## config.mk

```make
export PLATFORM = sky130hd
export DESIGN_NAME = exp4_unidade_controle
export DESIGN_NICKNAME = d
export VERILOG_FILES = /design/src/rtl/exp4_unidade_controle.sv
export SDC_FILE = /design/constraint.sdc
export NUM_CORES = 1
export LEC_CHECK = 0
export CORE_ASPECT_RATIO = 0.9
export CORE_MARGIN = 1.5
export CORE_UTILIZATION = 48
export DETAILED_ROUTE_END_ITERATION = 8
export GPL_TIMING_DRIVEN = 0
export HOLD_SLACK_MARGIN = 0.05
export PLACE_DENSITY = 0.72
export SYNTH_ARGS = -nofsm -noshare
export SYNTH_HDL_FRONTEND = slang
export SYNTH_SLANG_ARGS = --single-unit
```

## constraint.sdc

```tcl
create_clock -name clock -period 2.1 [get_ports clock]
set_input_delay 0.21 -clock clock [delete_from_list [all_inputs] [get_ports clock]]
set_output_delay 0.21 -clock clock [all_outputs]
set_load 0.005 [all_outputs]
```

## src/rtl/exp4_unidade_controle.sv

```systemverilog
// Control unit for the memory-match game: a Moore FSM that sequences the
// datapath through one round and aborts the round if a play takes too long.
module exp4_unidade_controle #(
    parameter int TIMEOUT_CICLOS = 3000
) (
    input  logic       clock,
    input  logic       reset,
    input  logic       iniciar,
    input  logic       jogada,
    input  logic       igual,
    input  logic       fimC,
    output logic       zeraC,
    output logic       contaC,
    output logic       zeraR,
    output logic       registraR,
    output logic       pronto,
    output logic       acertou,
    output logic       errou,
    output logic       timeout,
    output logic [3:0] db_estado
);

    localparam int TW = (TIMEOUT_CICLOS > 1) ? $clog2(TIMEOUT_CICLOS) : 1;
    localparam logic [TW-1:0] TIMER_MAX = TW'(TIMEOUT_CICLOS - 1);

    typedef enum logic [3:0] {
        INICIAL     = 4'h0,
        PREPARACAO  = 4'h1,
        ESPERA      = 4'h2,
        REGISTRA    = 4'h4,
        COMPARACAO  = 4'h5,
        PROXIMO     = 4'h6,
        FIM_ACERTO  = 4'hA,
        FIM_TIMEOUT = 4'hD,
        FIM_ERRO    = 4'hE
    } estado_t;

    estado_t         estado_q, estado_d;
    logic [TW-1:0]   timer_q, timer_d;

    always_ff @(posedge clock) begin
        if (reset) begin
            estado_q <= INICIAL;
            timer_q  <= '0;
        end else begin
            estado_q <= estado_d;
            timer_q  <= timer_d;
        end
    end

    // Timer only runs in espera and saturates so it can never wrap.
    always_comb begin
        timer_d = '0;
        if (estado_q == ESPERA) begin
            timer_d = (timer_q == TIMER_MAX) ? timer_q : timer_q + TW'(1);
        end
    end

    always_comb begin
        estado_d = estado_q;
        case (estado_q)
            INICIAL:     if (iniciar) estado_d = PREPARACAO;
            PREPARACAO:  estado_d = ESPERA;
            // A play arriving on the last timer cycle takes priority over the timeout.
            ESPERA: begin
                if (jogada)                  estado_d = REGISTRA;
                else if (timer_q == TIMER_MAX) estado_d = FIM_TIMEOUT;
            end
            REGISTRA:    estado_d = COMPARACAO;
            COMPARACAO: begin
                if (!igual)    estado_d = FIM_ERRO;
                else if (fimC) estado_d = FIM_ACERTO;
                else           estado_d = PROXIMO;
            end
            PROXIMO:     estado_d = ESPERA;
            FIM_ACERTO, FIM_ERRO, FIM_TIMEOUT:
                         if (iniciar) estado_d = PREPARACAO;
            default:     estado_d = INICIAL;
        endcase
    end

    always_comb begin
        zeraC     = 1'b0;
        contaC    = 1'b0;
        zeraR     = 1'b0;
        registraR = 1'b0;
        pronto    = 1'b0;
        acertou   = 1'b0;
        errou     = 1'b0;
        timeout   = 1'b0;
        case (estado_q)
            PREPARACAO:  begin zeraC = 1'b1; zeraR = 1'b1; end
            REGISTRA:    registraR = 1'b1;
            PROXIMO:     contaC = 1'b1;
            FIM_ACERTO:  begin pronto = 1'b1; acertou = 1'b1; end
            FIM_ERRO:    begin pronto = 1'b1; errou = 1'b1; end
            FIM_TIMEOUT: begin pronto = 1'b1; errou = 1'b1; timeout = 1'b1; end
            default:     ;
        endcase
    end

    assign db_estado = estado_q;

endmodule
```

Word-level counts from Yosys, hierarchy flattened
Cells that the tools add are included.
W data, S select, Z words.
{ "op_classes": {"add_sub_neg": 1, "n_eq_ne": 11, "muxes": 13, "bitwise_logic": 1, "n_reduce_logical": 7} }
{ "ops": {"columns": ["operator", "n"], "rows": [
  ["$mux W4", 5],
  ["$pmux W4 S5", 1],
  ["$add A12 B1 Y12 const B", 1],
  ["$eq A12 B12 Y1 const B", 1],
  ["$eq A4 B3 Y1 const B", 3],
  ["$eq A4 B4 Y1 const B", 3],
  ["$mux W1", 7],
  ["$reduce_or A2 Y1", 3],
  ["$eq A4 B1 Y1 const B", 1],
  ["$eq A4 B2 Y1 const B", 1],
  ["$logic_not A4 Y1", 1],
  ["$reduce_or A4 Y1", 1],
  ["$ne A3 B2 Y1 const B", 1],
  ["$reduce_or A3 Y1", 1],
  ["$ne A2 B1 Y1 const B", 1],
  ["$reduce_and A2 Y1", 1],
  ["$not A1 Y1", 1]
]} }
{ "word_totals": {"ff_bits": 16, "in_bits": 6, "output_inout_bits": 12, "word_cells": 35} }

Longest topological paths before layout
Gate-level depths: netlist of run 1.
{ "depth": {"word_depth": 4, "ltp_mapped": 5, "mapped_depth_nobuf": 5} }

Worst setup path after synthesis of run 1
OpenSTA, ideal clock, no wires.
{ "synth_path": {"path_type": "register to register", "startpoint": "register timer_q[0]", "endpoint": "register estado_q[0] (netlist: db_estado[0])", "setup_time_ns": 0.095, "t_arrival_ns": 1.444, "setup_slack_ns": 0.561, "stages_incl_launch_ff": 6, "path_buffers": 0, "synth_period_minus_slack_ns": 1.539, "cell_sequence": "dfxtp_1 ha_1 nor4b_4 nand3_2 a21o_2 a221oi_1"} }
{ "synth_between": {"elab_chain_cells": 3} }
{ "synth_rtl": {"columns": ["element", "line_no", "rtl"], "rows": [
  ["start, declared", "39", "logic [TW-1:0] timer_q, timer_d;"],
  ["start signal, assigned", "47", "timer_q <= timer_d;"],
  ["$eq A12 B12 Y1", "67", "else if (timer_q == TIMER_MAX) estado_d = FIM_TIMEOUT;"],
  ["$ne A3 B2 Y1 (no line)", null, null],
  ["$reduce_and A2 Y1 (no line)", null, null],
  ["end signal, assigned", "46", "estado_q <= estado_d;"],
  ["end, declared", "38", "estado_t estado_q, estado_d;"]
]} }
No other way between the ends.
A chain may end at the register's enable or synchronous reset.

Final worst setup path of run 1
{ "layout_path": {"startpoint": "register estado_q[0] (netlist: db_estado[0])", "endpoint": "output port pronto"} }
{ "layout_between": {"elab_chain_cells": 3, "word_cells_on_any_way": 5, "classes_between": "eq/ne: 3; mux: 1; reduce/logical: 1"} }
{ "layout_rtl": {"columns": ["element", "line_no", "rtl"], "rows": [
  ["$eq A4 B4 Y1", "91", "case (estado_q)"],
  ["$reduce_or A3 Y1 (no line) (*)", null, null],
  ["$mux W1 (*)", "91", null],
  ["end, declared", "16", "output logic pronto,"]
]} }
Every way passes the cells marked *; elsewhere a longest branch is shown, timed or not.

==> results of run 1 <==
==> worst max path at each step <==
stage,from,endpoint,slack (ns),cells past startpoint
floorplan,timer_q[0],db_estado[0],0.56,5
global placement,reset,timer_q[7],0.34,4
detailed placement,reset,timer_q[7],0.32,4
CTS,db_estado[0],zeraR,0.02,5
global route,db_estado[0],pronto,0.03,6
finish,db_estado[0],pronto,0.11,6
==> stage by stage <==
stage          cell area (um^2)  power (uW)
2_1_floorplan               885         664
3_3_place_gp               1080         845
3_5_place_dp               1080         853
4_1_cts                    1120        1060
5_1_grt                    1130        1130
6_report                   1130        1060
==> final cells by class <==
| class | count | share of cell area, % |
|---|---|---|
| Multi-Input combinational cell | 77 | 44.8 |
| Sequential cell | 16 | 28.3 |
| Timing Repair Buffer | 17 | 15.0 |
| Clock buffer | 4 | 3.20 |
| Buffer | 5 | 3.09 |
| Inverter | 9 | 2.98 |
| Tap cell | 24 | 2.65 |
==> logic make-up after synthesis <==
group | count (synthesis)
XOR/XNOR | 9
AND/OR/NAND/NOR | 50
multiplexers | 2
flip-flops | 16
AO/OA/AOI/OAI | 15
adder cells (fa/ha/maj) | 1
buffers and inverters | 14
==> critical path, delay by kind of cell, from the launching register on <==
family,cells,cell delay [ns]
xor gates and xnor gates,1,0.16
buffers and inverters,3,0.66
DFF,1,0.34
and+or+nand+nor,2,0.34
==> synth_stat cells <==
| cell type | instances |
|---|---|
| nand3_1 | 4 |
| xnor2_1 | 8 |
| nand3_2 | 1 |
| o21ai_0 | 3 |
| or4_1 | 2 |
| nor4_1 | 2 |
| a211oi_2 | 1 |
| and3_1 | 4 |
| nor3b_1 | 1 |
| nand3b_1 | 1 |
| mux2i_1 | 2 |
| buf_4 | 1 |
| o211ai_1 | 1 |
| clkbuf_1 | 1 |
| nand4b_1 | 1 |
| buf_6 | 1 |
| dfxtp_1 | 16 |
| nor2_1 | 12 |
| nand2_1 | 4 |
| inv_1 | 9 |
| a221oi_1 | 1 |
| or3_1 | 2 |
| nand4_1 | 1 |
| nor3_1 | 9 |
| nor4b_4 | 1 |
| buf_2 | 2 |
| a21oi_1 | 5 |
| a21o_2 | 1 |
| o31a_1 | 1 |
| nand2b_1 | 3 |
| xor2_1 | 1 |
| nor2b_1 | 1 |
| and4_1 | 1 |
| a31oi_1 | 2 |
| ha_1 | 1 |
==> sequential cells by signal (all words and copies together), names as in the netlist <==
| register | cells |
|---|---|
| timer_q | 12 |
| db_estado | 4 |
==> cell usage in the layout (no fill, tap or decap), types with 2 or more instances in the layout <==
| cell type | netlist | final |
|---|---|---|
| a21oi_1 | 5 | 5 |
| a31oi_1 | 2 | 2 |
| and3_1 | 4 | 4 |
| buf_4 | 1 | 2 |
| clkbuf_4 | 0 | 3 |
| clkdlybuf4s50_1 | 0 | 17 |
| dfxtp_1 | 16 | 15 |
| inv_1 | 9 | 9 |
| mux2i_1 | 2 | 2 |
| nand2_1 | 4 | 4 |
| nand2b_1 | 3 | 3 |
| nand3_1 | 4 | 4 |
| nor2_1 | 12 | 12 |
| nor3_1 | 9 | 7 |
| nor3_2 | 0 | 2 |
| nor4_1 | 2 | 2 |
| o21ai_0 | 3 | 3 |
| or3_1 | 2 | 2 |
| or4_1 | 2 | 2 |
| xnor2_1 | 8 | 8 |
==> metal layers <==
metal | up-vias | wire, um | track usage (%)
met5 | - | 0 | 0
met4 | 0 | 0 | 4.86
met3 | 0 | 71 | 7.50
met2 | 13 | 778 | 28.2
met1 | 359 | 963 | 32.5
li1 | 415 | - | -
==> where the power goes <==
part | switching, uW | internal [uW]
Combinational | 225 | 257
Sequential | 40.6 | 341
Clock | 94.9 | 106
==> metrics.yaml, run 1 <==
ios: 18
crit_fanout: 10
maxCapViolations: 0
start_util_pct: 52.1
postCtsSetupRepairBufs: 0
hold_path.class: "reg -> reg"
status: "finished, final reports clean"
rsz0062_at_grt: "no"
dr.pass1.iters: 4
clkSinkCount: 16
hp-start: "timer_q[7]"
synth_fa_ha_area_share_pct: 1.41
peakVddDrop_mv: 0.608
final_util_pct: 66.8
die_h_um: 43.7
fin_hold_ws_ns: 0.534
vias_per_cell: 5.18
rrSetupSlack_ns: 0.34
synth_xor_area_share_pct: 8.91
yosys.area.top_type: "dfxtp_1"
crit_required_ns: 1.89
clk_latency_ns: 0.29
ant_nets: 0
cts_hold_buffers: 0
critPathKind: "reg -> out"
die_width_um: 48.3
crit_path_end_kind: "output port"
synth_top_area_share_pct: 36.2
fin_skew_ns: 0.000663
cts_inserted_buffers: 3
max_clock_freq_ghz: 0.503
synth_mux_area_share_pct: 2.26
grt_pass1_vias: 730
grt_pass1_wl_um: 3170
grt-ovfl-total: 0
hold_path_depth: 2
worstRegToRegCells: 5
synth_area_leaders: "dfxtp_1, xnor2_1, nor3_1, nor2_1, inv_1"
ys_seq_elements: 16
row_count: 14
holdPathEnd: "timer_q[7]"
cpPeakStageDelay_ns: 0.44
vias: 787
synth_compound_area_share_pct: 11.2
fill_cells: 148
seqCellArea_um2: 322
tightest_slew_ns: 0.444
dp_slack_ns: 0.321
worstPathArrival_ns: 1.78
drt_iter0_drc: 24
globalplace.congestion: 0.805
r2r-end: "db_estado[0]"
numPlacedInstances: 148
diodes: 0
synth-simple-area-share_pct: 32.5
synthesis.nets: 114
syn_avg_cell_area_um2: 8.27
clockBufferDepth: 2
antenna_found_initial: 0
yosysSeqAreaShare_pct: 36.2
finalSetupTns_ns: 0
dp_hpwl_um: 1390
drt_wl_total_um: 1810
multiInputGateArea_um2: 508
grt_max_degree: 11
cts.repair.resized: 0
ctsRootBufferMaster: "clkbuf_4"
drv_slew: 0
p_leak_uw: 0.000405
timing.final.ws_setup_ns: 0.113
timing.final.crit_period_ns: 1.99
clk_pin_slew_ns: 0.09
fin_nets: 136
synthCells: 107
path_cells: "buf_4, xor2_1, and3_1, nor2_1, inv_1, clkdlybuf4s50_1"
ys_types: 35
slew_headroom_pct: 70.4
final-setup-viol-count: 0
final-hold-violation-count: 0
power_density_nw_per_um2: 938
critPathSlowestCell: "clkdlybuf4s50_1"
finalNonFillerCells: 152
cts_max_level: 1
drive_gt1_share_pct: 11.7
drc: 0
area_growth_pct: 28.3
synth_top_family_by_area: "simple AND/OR/NAND/NOR gates"
die-area_um2: 2110
r2r-start: "timer_q[0]"
netlist_area_um2: 885
fin_crit_sh_pct: 94.6
cts_tree: "built"
cp-start-kind: "flop"
wl_per_cell_um: 11.9
core_area_um2: 1700
synth_warnings: 0
io_buffers: 17
grtUsageTotal_pct: 21.1
Note: power is estimated with default switching activity, not from simulation.
==> run 2, diff against run 1 <==
--- a/constraint.sdc
+++ b/constraint.sdc
@@ -3,2 +3,2 @@
 set_output_delay 0.21 -clock clock [all_outputs]
-set_load 0.005 [all_outputs]
+set_load 0.1 [all_outputs]
==> metrics.yaml, run 2 (same netlist as run 1, synthesis figures left out) <==
status: "finished, final reports clean"
fin_skew_ns: 0.00594  # +0.00528 ns
timing.final.crit_period_ns: 2.01  # +0.0279 ns
dp_hpwl_um: 1530  # +10%
critPathSlowestCell: "clkdlybuf4s50_1"
crit_fanout: 4  # -6
p_sw_share_pct: 53.1  # +19 points
maxCapViolations: 0  # unchanged
clockBufferDepth: 2  # unchanged
row_count: 14  # unchanged
ctsRootBufferMaster: "clkbuf_4"
seq_power_share_pct: 24.6  # -11 points
peakVddDrop_mv: 1.08  # +77%
cpPeakStageDelay_ns: 1.13  # +0.69 ns
drc: 0  # unchanged
antenna_found_initial: 0  # unchanged
die_h_um: 43.7  # unchanged
crit_family: "buffers and inverters"
cp.buffers_inverters: 1  # -2
largest_register_ffs: 12  # unchanged
fill_cells: 138  # -6.8%
clk_pin_slew_ns: 0.09  # about the same
cp-start-kind: "flop"
start_util_pct: 52.1  # unchanged
slew_headroom_pct: 35.5  # -35 points
die_width_um: 48.3  # unchanged
drv_slew: 0  # unchanged
final-hold-violation-count: 0  # unchanged
io_buffers: 17  # unchanged
tightest_slew_ns: 0.965  # +0.520 ns
vias_per_cell: 5.47  # +5.7%
clk_latency_ns: 0.30  # about the same
dr.pass1.iters: 4  # unchanged
critPathKind: "reg -> out"
die-area_um2: 2110  # unchanged
fin_crit_sh_pct: 95.9  # +1.3 points
seqCellArea_um2: 333  # +3.5%
final_util_pct: 71.5  # +4.7 points
p_comb_share_pct: 62.6  # +17 points
wl_per_cell_um: 13.5  # +13%
cts_tree: "built"
grt_pass1_vias: 780  # +6.8%
core_area_um2: 1700  # unchanged
vias: 832  # +5.7%
drt_wl_total_um: 2050  # +13%
multiInputGateArea_um2: 551  # +8.4%
grt_pass1_wl_um: 3350  # +5.7%
grt_max_degree: 11  # unchanged
p_int_uw: 769  # +9.2%
crit_path_end_kind: "output port"
mostFrequentLayoutCell: "dfxtp_1"
max_clock_freq_ghz: 0.496  # -1.4%
ios: 18  # unchanged
drive_gt1_share_pct: 25.0  # +13 points
cts_inserted_buffers: 3  # unchanged
mostFrequentLayoutCells: "dfxtp_1, nor2_1, inv_1, xnor2_1, clkdlybuf4s50_1"
postCtsSetupRepairBufs: 0  # unchanged
worstPathArrival_ns: 1.80  # +0.02 ns
grtUsageTotal_pct: 23.1  # +2.0 points
diodes: 0  # unchanged
path_cells: "clkdlybuf4s50_1"
drt_iter0_drc: 26  # +8.3%
regMostFlops: "timer_q"
clkSinkCount: 16  # unchanged
finalSetupTns_ns: 0  # unchanged
grt-ovfl-total: 0  # unchanged
final-setup-viol-count: 0  # unchanged
area_growth_pct: 37.3
p_leak_uw: 0.000418  # +3.3%
clock_power_share_pct: 12.8  # -6.0 points
fin_nets: 136  # unchanged
hold_path.class: "reg -> reg"
cts_max_level: 1  # unchanged
power_switching_uw: 871  # +140%
crit_required_ns: 1.89  # about the same
ant_nets: 0  # unchanged
rsz0062_at_grt: "no"
power_density_nw_per_um2: 1350  # +44%
globalplace.congestion: 0.789  # -1.9%
==> run 2: cell types whose count changed in the layout (fill, tap and decap cells not counted), sizes merged <==
cell / previous run / this run
dlygate4sd2: 0 / 1
clkinvlp: 0 / 1
clkdlybuf4s50: 17 / 8
inv: 9 / 8
clkdlybuf4s15: 0 / 6
buf: 4 / 6
==> run 2: per-layer routing <==
layer	part of all wire, %	global-route usage [%]	up-vias
li1	-	-	418
met1	44	30.4	383
met2	47	33.7	29
met3	7.7	9.58	2
met4	1.3	8.11	0
met5	0	0	-
==> run 2: metrics by stage <==
step           setup slack [ns]  power [uW]  area, um^2  hold slack, ns  instances
3_3_place_gp             -0.201        1450        1180           0.495        148
2_1_floorplan            -0.218        1270         982           0.265        107
3_5_place_dp             -0.227        1460        1180           0.522        148
4_1_cts                 -0.0818        1660        1230           0.544        152
6_report                 0.0851        1640        1210           0.536        152
5_1_grt                  0.0434        1710        1210           0.581        152
==> run 2: power groups by stage <==
stage / Sequential (uW) / Clock (uW) / Combinational [uW]
2_1_floorplan: 626 / 0 / 640
3_3_place_gp: 408 / 0 / 1040
3_5_place_dp: 410 / 0 / 1050
4_1_cts: 403 / 218 / 1040
5_1_grt: 407 / 226 / 1080
6_report: 403 / 211 / 1030
==> run 2: cell type report <==
class / count / area share (%)
buffer: 5 / 5.05
clock buffer: 4 / 2.99
inverter: 9 / 3.09
multi-input combinational: 77 / 45.3
sequential: 16 / 27.4
tap: 24 / 2.47
timing repair buffer: 17 / 13.7
==> run 2: worst paths after layout <==
kind / from / endpoint / slack, ns / cells after the start
worst min register to register: timer_q[11] / timer_q[11] / 0.54 / 2
worst max register to register: timer_q[0] / db_estado[0] / 0.37 / 5
worst max-delay path: db_estado[0] / db_estado[0] / 0.09 / 1
worst min-delay path: timer_q[11] / timer_q[11] / 0.54 / 2
==> run 2: timing repair <==
action,4_1_cts,5_1_grt
gates resized for setup,25,4
hold buffers,0,0
endpoints found under the setup margin,9,2
==> RTL edit: new RTL, config.mk and constraints of run 1 <==
Put a register stage on the output `timeout`, with the module's reset. The value now appears one clock later. The other outputs are not delayed to match. Comments in the files are not updated.
--- a/src/rtl/exp4_unidade_controle.sv
+++ b/src/rtl/exp4_unidade_controle.sv
@@ -36,2 +36,4 @@
     } estado_t;
+
+    logic timeout_d;
 
@@ -89,3 +91,3 @@
         errou     = 1'b0;
-        timeout   = 1'b0;
+        timeout_d = 1'b0;
         case (estado_q)
@@ -96,3 +98,3 @@
             FIM_ERRO:    begin pronto = 1'b1; errou = 1'b1; end
-            FIM_TIMEOUT: begin pronto = 1'b1; errou = 1'b1; timeout = 1'b1; end
+            FIM_TIMEOUT: begin pronto = 1'b1; errou = 1'b1; timeout_d = 1'b1; end
             default:     ;
@@ -103,2 +105,10 @@
 
+    always_ff @(posedge clock) begin
+        if (reset) begin
+            timeout <= '0;
+        end else begin
+            timeout <= timeout_d;
+        end
+    end
+
 endmodule
Formal check against the unedited RTL: same outputs for any inputs over 10 cycles, from zero or initial values and one cycle with reset high; that may be too few to reach the edited logic, so the function may still have changed.
==> RTL edit against run 1 <==
Critical path depth fell by 1. Sequential share of layout area is 2.0 points higher. Worst setup slack gained 58 ps. Design area shrank 0.77%. Non-clock buffer count down 1. Sequential cell count increased by 1. First-iteration DRC count down 4.2%. Wire length increased by 0.50%. Total power fell by 0.17%. Area after synthesis grew 1.4%.
==> RTL edit: results (changes against run 1) <==
[min_path]
hold_class = in -> reg  ; was reg -> reg

[place]
hpwl_mm = 1.36  ; was 1.39 mm
place_area_um2 = 1100  ; was 1080 um^2
dp.cells = 146  ; was 148
pre_cts_ws_ps = 191  ; was 321 ps
gp_congestion = 0.853  ; was 0.805

[status]
status = completed  ; unchanged

[finish]
drive_gt1_frac = 0.112  ; was 0.117
n_all_buffers = 21  ; was 22
sh_seq_area = 0.303  ; was 0.283
design.seq.count = 17  ; was 16
inv_count = 7  ; was 9
comb.multi_input.count = 76  ; was 77
nonClkBufAreaFrac = 0.176  ; was 0.181
syn2layout_area_growth_pct = 25.5  ; was 28.3%
clk_share = 0.0233  ; was 0.0320

[logic_synthesis]
async_reset_ff_frac = 0  ; unchanged
yosysSeqAreaShare = 0.379  ; was 0.362
synth_nets = 112  ; was 114
synth_area_per_cell_um2 = 8.54  ; was 8.27 um^2
synth_area_leaders = dfxtp_1, xnor2_1, nor2_1  ; was dfxtp_1, xnor2_1, nor3_1

[power]
power.static_leakage_nw = 0.405  ; about the same
max-vdd-ir-drop_mv = 0.556  ; was 0.608 mV

[grt]
track_usage = 0.189  ; was 0.211
grt_pass1_wl_mm = 3.07  ; was 3.17 mm
grt_max_degree = 13  ; was 11
first_global_vias = 671  ; was 730

[routing]
drt-initial-drc-count = 23  ; was 24
wl_met3_um = 103  ; was 71 um
dr_wl_met2_um = 832  ; was 778 um
viasPerCell = 5.42  ; was 5.18
post_drt_wl_per_cell_um = 12.2  ; was 11.9 um
drt-total-wl_mm = 1.82  ; was 1.81 mm

[clocking]
cts-root-buf = clkbuf_4  ; unchanged
cts_resized = 1  ; was 0

[sta]
finalClockSkew_ps = 1.84  ; was 0.663 ps
slew_headroom = 0.699  ; was 0.704
tns_ps = 0  ; unchanged

[worst_setup_path]
worst_path_largest_cell_delay_ps = 480  ; was 440 ps
arrival_ps = 1720  ; was 1780 ps

[die]
core-area_um2 = 1720  ; was 1700 um^2

RTL edit: power breakdown:
part	internal [W]	leakage, nW	switching [W]
registers	0.000360	0.138	0.0000576
clock network	0.0000739	0.0150	0.000101
logic	0.000271	0.252	0.000198
total	0.000706	0.405	0.000357
RTL edit: cell families after synthesis:
family | share of synthesized area
xor+xnor | 0.0781
flops | 0.379
simple gates | 0.312
buf+inv | 0.0642
mux | 0.0223
compound gates | 0.130
fa+ha+maj | 0.0139
RTL edit: worst paths after layout:
path | end | startpoint | depth (start not counted) | slack [ps]
max | zeraR | db_estado[3] | 5 | 170
min | timeout | reset | 2 | 520
max reg2reg | db_estado[2] | timer_q[3] | 4 | 350
min reg2reg | timer_q[6] | timer_q[6] | 2 | 520
RTL edit: routing by layer:
layer,track usage,vias up
met5,0,-
met1,0.261,373
met4,0.0686,0
met3,0.0642,3
met2,0.281,22
li1,-,410
